File: src/rtl/bus_arbiter_pkg.sv
// Shared types for the I/D line-fill arbiter: FSM states, owner encoding, line geometry.
// System-bus tag field codes sit here too so every user sees one definition.
`ifndef SYSBUS_DEFS_SV
`define SYSBUS_DEFS_SV
`define SYSBUS_READ   1'b1
`define SYSBUS_WRITE  1'b0
`define SYSBUS_MEMORY 4'b0001
`define SYSBUS_MMIO   4'b0011
`endif

package bus_arbiter_pkg;

  localparam int LINE_BEATS  = 8;
  localparam int ADDR_WIDTH  = 64;
  localparam int LINE_OFFSET = 6;

  typedef enum logic [1:0] {
    ST_IDLE    = 2'd0,
    ST_REQUEST = 2'd1,
    ST_RESPOND = 2'd2
  } arb_state_t;

  typedef enum logic {
    OWN_INSTR = 1'b0,
    OWN_DATA  = 1'b1
  } owner_t;

  // Two-way round-robin: a lone requester wins, a tie goes to whoever was not granted last.
  function automatic owner_t rr_pick(input logic i_vld, input logic d_vld, input owner_t last);
    if (i_vld && d_vld) begin
      return (last == OWN_INSTR) ? OWN_DATA : OWN_INSTR;
    end
    return d_vld ? OWN_DATA : OWN_INSTR;
  endfunction

endpackage

File: src/rtl/bus_arbiter.sv
// Arbitrates instruction and data line fills onto one system bus and routes the
// returning beats back to the latched owner; one transaction in flight at a time.
module bus_arbiter #(
  parameter int BUS_DATA_WIDTH = 64,
  parameter int BUS_TAG_WIDTH  = 13,
  parameter int LINE_BEATS     = 8
) (
  input  logic                      clk,
  input  logic                      reset,
  input  logic                      i_req_valid,
  input  logic [63:0]               i_req_addr,
  input  logic                      d_req_valid,
  input  logic [63:0]               d_req_addr,
  output logic                      i_grant,
  output logic                      d_grant,
  output logic                      i_resp_valid,
  output logic                      d_resp_valid,
  output logic [BUS_DATA_WIDTH-1:0] resp_data,
  output logic                      i_resp_last,
  output logic                      d_resp_last,
  output logic                      bus_reqcyc,
  output logic [BUS_DATA_WIDTH-1:0] bus_req,
  output logic [BUS_TAG_WIDTH-1:0]  bus_reqtag,
  input  logic                      bus_reqack,
  input  logic                      bus_respcyc,
  input  logic [BUS_DATA_WIDTH-1:0] bus_resp,
  input  logic [BUS_TAG_WIDTH-1:0]  bus_resptag,
  output logic                      bus_respack
);

  import bus_arbiter_pkg::*;

  localparam int CNT_W  = (LINE_BEATS > 1) ? $clog2(LINE_BEATS) : 1;
  localparam int LINE_W = ADDR_WIDTH - LINE_OFFSET;

  arb_state_t        state_q, state_d;
  owner_t            owner_q, owner_d;
  owner_t            last_q, last_d;
  logic [LINE_W-1:0] addr_q, addr_d;
  logic [CNT_W-1:0]  cnt_q, cnt_d;

  logic   grant_vld;
  owner_t grant_own;
  logic   beat;
  logic   last_beat;
  logic   in_request;

  // Low address bits are dropped by line alignment; routing never looks at the response tag.
  logic unused_bits;
  assign unused_bits = ^{i_req_addr[LINE_OFFSET-1:0], d_req_addr[LINE_OFFSET-1:0], bus_resptag};

  always_comb begin
    grant_vld  = !reset && (state_q == ST_IDLE) && (i_req_valid || d_req_valid);
    grant_own  = rr_pick(i_req_valid, d_req_valid, last_q);
    in_request = !reset && (state_q == ST_REQUEST);
    beat       = !reset && (state_q == ST_RESPOND) && bus_respcyc;
    last_beat  = beat && (cnt_q == CNT_W'(LINE_BEATS - 1));
  end

  always_comb begin
    state_d = state_q;
    owner_d = owner_q;
    last_d  = last_q;
    addr_d  = addr_q;
    cnt_d   = cnt_q;
    case (state_q)
      ST_IDLE: begin
        if (grant_vld) begin
          owner_d = grant_own;
          last_d  = grant_own;
          addr_d  = (grant_own == OWN_DATA) ? d_req_addr[ADDR_WIDTH-1:LINE_OFFSET]
                                            : i_req_addr[ADDR_WIDTH-1:LINE_OFFSET];
          cnt_d   = '0;
          state_d = ST_REQUEST;
        end
      end
      ST_REQUEST: begin
        if (bus_reqack) begin
          cnt_d   = '0;
          state_d = ST_RESPOND;
        end
      end
      ST_RESPOND: begin
        if (beat) begin
          if (last_beat) begin
            cnt_d   = '0;
            state_d = ST_IDLE;
          end else begin
            cnt_d = cnt_q + CNT_W'(1);
          end
        end
      end
      default: begin
        state_d = ST_IDLE;
        cnt_d   = '0;
      end
    endcase
  end

  always_ff @(posedge clk or posedge reset) begin
    if (reset) begin
      state_q <= ST_IDLE;
      owner_q <= OWN_INSTR;
      last_q  <= OWN_DATA;
      addr_q  <= '0;
      cnt_q   <= '0;
    end else begin
      state_q <= state_d;
      owner_q <= owner_d;
      last_q  <= last_d;
      addr_q  <= addr_d;
      cnt_q   <= cnt_d;
    end
  end

  // Grant and beat forwarding are same-cycle so a fill never pays an extra bubble.
  always_comb begin
    i_grant      = grant_vld && (grant_own == OWN_INSTR);
    d_grant      = grant_vld && (grant_own == OWN_DATA);
    bus_reqcyc   = in_request;
    bus_req      = in_request ? BUS_DATA_WIDTH'({addr_q, {LINE_OFFSET{1'b0}}}) : '0;
    bus_reqtag   = in_request ? BUS_TAG_WIDTH'({`SYSBUS_READ, `SYSBUS_MEMORY, 8'(owner_q)}) : '0;
    bus_respack  = beat;
    resp_data    = beat ? bus_resp : '0;
    i_resp_valid = beat && (owner_q == OWN_INSTR);
    d_resp_valid = beat && (owner_q == OWN_DATA);
    i_resp_last  = last_beat && (owner_q == OWN_INSTR);
    d_resp_last  = last_beat && (owner_q == OWN_DATA);
  end

endmodule

File: config.mk
export PLATFORM = sky130hd
export DESIGN_NAME = bus_arbiter
export DESIGN_NICKNAME = d
export VERILOG_FILES = /design/src/rtl/bus_arbiter_pkg.sv /design/src/rtl/bus_arbiter.sv
export SDC_FILE = /design/constraint.sdc
export NUM_CORES = 1
export LEC_CHECK = 0
export CORE_AREA = 5 5 136 138
export DETAILED_ROUTE_END_ITERATION = 10
export DIE_AREA = 0 0 141 143
export PLACE_DENSITY = 0.66
export SETUP_SLACK_MARGIN = 0.1
export SLEW_MARGIN = 20
export SYNTH_ARGS = -nofsm -noshare
export SYNTH_HDL_FRONTEND = slang
export SYNTH_SLANG_ARGS = --single-unit
File: constraint.sdc
create_clock -name clk -period 2.99 [get_ports clk]
set_input_delay 0.598 -clock clk [delete_from_list [all_inputs] [get_ports clk]]
set_output_delay 0.598 -clock clk [all_outputs]
set_load 0.02 [all_outputs]
==> results.md <==
- Status: finished, final reports clean
- Static leakage: 3.777 nW
- Rel. slew slack: 42.76%
- Total wire length: 16750 microns
- Setup slack after layout: 205.7 ps
- Htree depth: 3
- CTS tree: yes
- # diodes: 0
- Share of the synthesized area in the top cell type: 39.90%
- R2R Path End: addr_q[36]
- Finished Cell Area: 7512 sq um
- EDFF count, synth: 0
- Count of final setup violators: 0
- R2R cell count: 4
- Final HPWL DP: 12760 microns
- Most numerous cell in the Yosys netlist: and2_1
- Most frequent cells after synthesis: and2_1, dfrtp_1, a21boi_0, a221o_1, clkbuf_1
- R2R Setup Slk: 1090 ps
- Reg-to-Reg Start: state_q[0]
- Hold Vio Cnt, Final: 0
- Hold Crit Endpoint: last_q
- Maxcap violations: 0
- Flop pwr share: 33.6%
- Slowest cell delay on critical path: 620 ps
- Setup Skew: 12.85 ps
- First-pass GRT wire length: 25940 microns
- Placed Area: 7373 sq um
- Nets: 917
- Hold Startpoint: last_q
- Crit share post-route: 93.12%
- Gate count after technology mapping: 404
- CP Launch Type: primary input
- Cell mode on critical path: clkdlybuf4s50_1
- Netlist Area Pre-Place: 4014 sq um
- Flops & latches, synth: 65
- Placement Rows: 48
- Worst path arrival time: 2190 ps
- Vias: 4300
- Synth warnings: 0
- Fillers: 1666
- CP max FO: 35
- Setup CP Type: primary input to output port
- Core area: 17060 sq um
- Comb power frac: 43.7%
- GRT Residual Overflow: 0
- Switching Power: 1.487 mW
- Critical path required time: 2390 ps
- Die width: 141 microns
- Io pins: 360
- Worst-Margin Slew: 858.6 ps
- Dpl ws: 5.696 ps
- Cts bufs inserted: 9
- Crit-path slowest cell: clkdlybuf4s50_1
- DIE AREA: 20160 sq um
- Hold Crit Depth: 1
- Worst vdd ir: 0.2928 mV
- Die Ht: 143 microns
- Clock power frac: 22.6%
- Max Fclk: 0.3592 GHz
- Final Core Density: 44.04%
- Internal power component: 2.911 mW
- Post-route ant nets: 0
- Sw Ratio: 33.82%
- Mapped Avg Cell Area: 9.935 sq um
- Ranking of synthesized cells by area: dfrtp_1, and2_1, a221o_1
- CTS root buf: clkbuf_16
- Clk slew on worst S/H paths: 50 ps
- Critical path endpoint category: output port
- RSZ-0062 raised after global routing: false
- Residual DRC: 0
- Routability congestion estimate: 0.8174
- Clock Tree Buf Depth: 2
- GR Util All Layers: 16.23%
- Clock period minus worst slack: 2784 ps
- HP Class: flop to flop
- Initial Util: 23.53%
- Vias in the first global route: 4662
- WL/cell: 17.96 microns
- Post-synth top area cell: dfrtp_1
- Cell breakdown of the critical path: clkdlybuf4s50_1, buf_4, nor2_4, buf_12, clkdlybuf4s50_1
- Netlist cell types: 33
- Detailed Route Iter0 Violations: 147
- Setup TNS: 0 ps
- Sequential area share after synthesis: 40.55%
- Slew Viols, Final: 0
- TritonCTS Sinks: 65
- Vias per inst: 4.609
- Initial antenna violation count: 0
- Primary FF master, synth: dfrtp_1
- Area delta synth->final: 87.16%
- Largest net degree at the start of global routing: 66
- FFs w/ async S/R, synth: 100.0%
- Port bufs: 318
- PwrDens: 585.4 nW/um^2
- Drt first pass iters: 4
- Worst-Skew Late Latency: 330 ps
- Share of cells above drive strength 1: 5.226%
-- sequential cells by signal (all words and copies together), names as in the netlist --
| name | cells |
|---|---|
| addr_q | 58 |
| cnt_q | 3 |
| last_q | 1 |
| owner_q | 1 |
| state_q | 2 |
-- cells by family after synthesis --
family	count (synthesis)	share of synthesized area [%]
flops	65	40.56
fa+ha+maj	2	0.6233
simple gates	147	22.88
buf+inv	62	8.354
compound gates	125	26.96
mux	2	0.5299
other cells	1	0.09343
-- stage by stage --
stage | std cells | total power, mW | hold WS [ps]
3_5_place_dp | 918 | 3.543 | 513.6
2_1_floorplan | 419 | 2.661 | 486.3
3_3_place_gp | 918 | 3.479 | 502.8
5_1_grt | 933 | 4.711 | 537.3
6_report | 933 | 4.398 | 515.5
4_1_cts | 933 | 4.467 | 520.0
-- per-layer routing --
metal	track usage, %	routed length (microns)	share of wire (%)	vias to the layer above
met5	0	0	0	-
met4	5.966	414	2.5	0
met3	5.124	1441	8.6	33
met1	18.90	6577	39	2038
li1	-	-	-	2009
met2	28.13	8320	50	220
-- power by group through the flow --
| stage | sequential, mW | combinational (mW) | clock, mW |
|---|---|---|---|
| floorplan | 1.41 | 1.25 | 0 |
| global placement | 1.47 | 2.01 | 0 |
| detailed placement | 1.49 | 2.06 | 0 |
| CTS | 1.48 | 1.95 | 1.03 |
| global route | 1.54 | 2.10 | 1.08 |
| finish | 1.48 | 1.92 | 0.995 |
-- cell type report --
class	instances	area, sq um	area share (%)
repair buffers	332	3182	42.36
multi-input cells	292	2123	28.26
flip-flops and latches	65	1628	21.67
well taps	225	281.5	3.748
clock buffers	13	270.3	3.598
inverters	4	15.01	0.1999
clock inverters	2	12.51	0.1666
-- how the worst max path moves through the flow --
| stage | from | end |
|---|---|---|
| 5_1_grt | reset | bus_reqtag[12] |
| 6_report | reset | bus_reqcyc |
| 2_1_floorplan | reset | cnt_q[1] |
| 3_5_place_dp | reset | resp_data[20] |
| 3_3_place_gp | reset | resp_data[20] |
| 4_1_cts | reset | d_resp_last |
-- cell usage in the layout, fill, tap and decap left out, types with 2 or more instances in the layout --
cell type,instances
nand2b_1,2
a21o_1,3
clkdlybuf4s50_1,188
nor2_1,2
buf_4,11
dlymetal6s2s_1,5
clkbuf_8,3
nand2_1,4
buf_12,3
dfrtp_1,64
dlygate4sd2_1,125
a21boi_0,58
o21ai_0,2
ha_1,2
and3_2,2
a221o_1,58
clkbuf_16,9
conb_1,16
and3_1,2
inv_1,3
nor2b_1,2
and2_1,124
-- what timing repair did --
action | in CTS | in global routing
resized for setup | 125 | 5
buffers inserted | 0 | 0
hold buffers | 0 | 0
setup endpoints to repair | 125 | 5
-- worst max-delay path, delay by kind of cell --
kind	cells	cell delay, ps
buffers and inverters	4	1400
and+or+nand+nor	1	170
(Power assumes the default switching activity.)
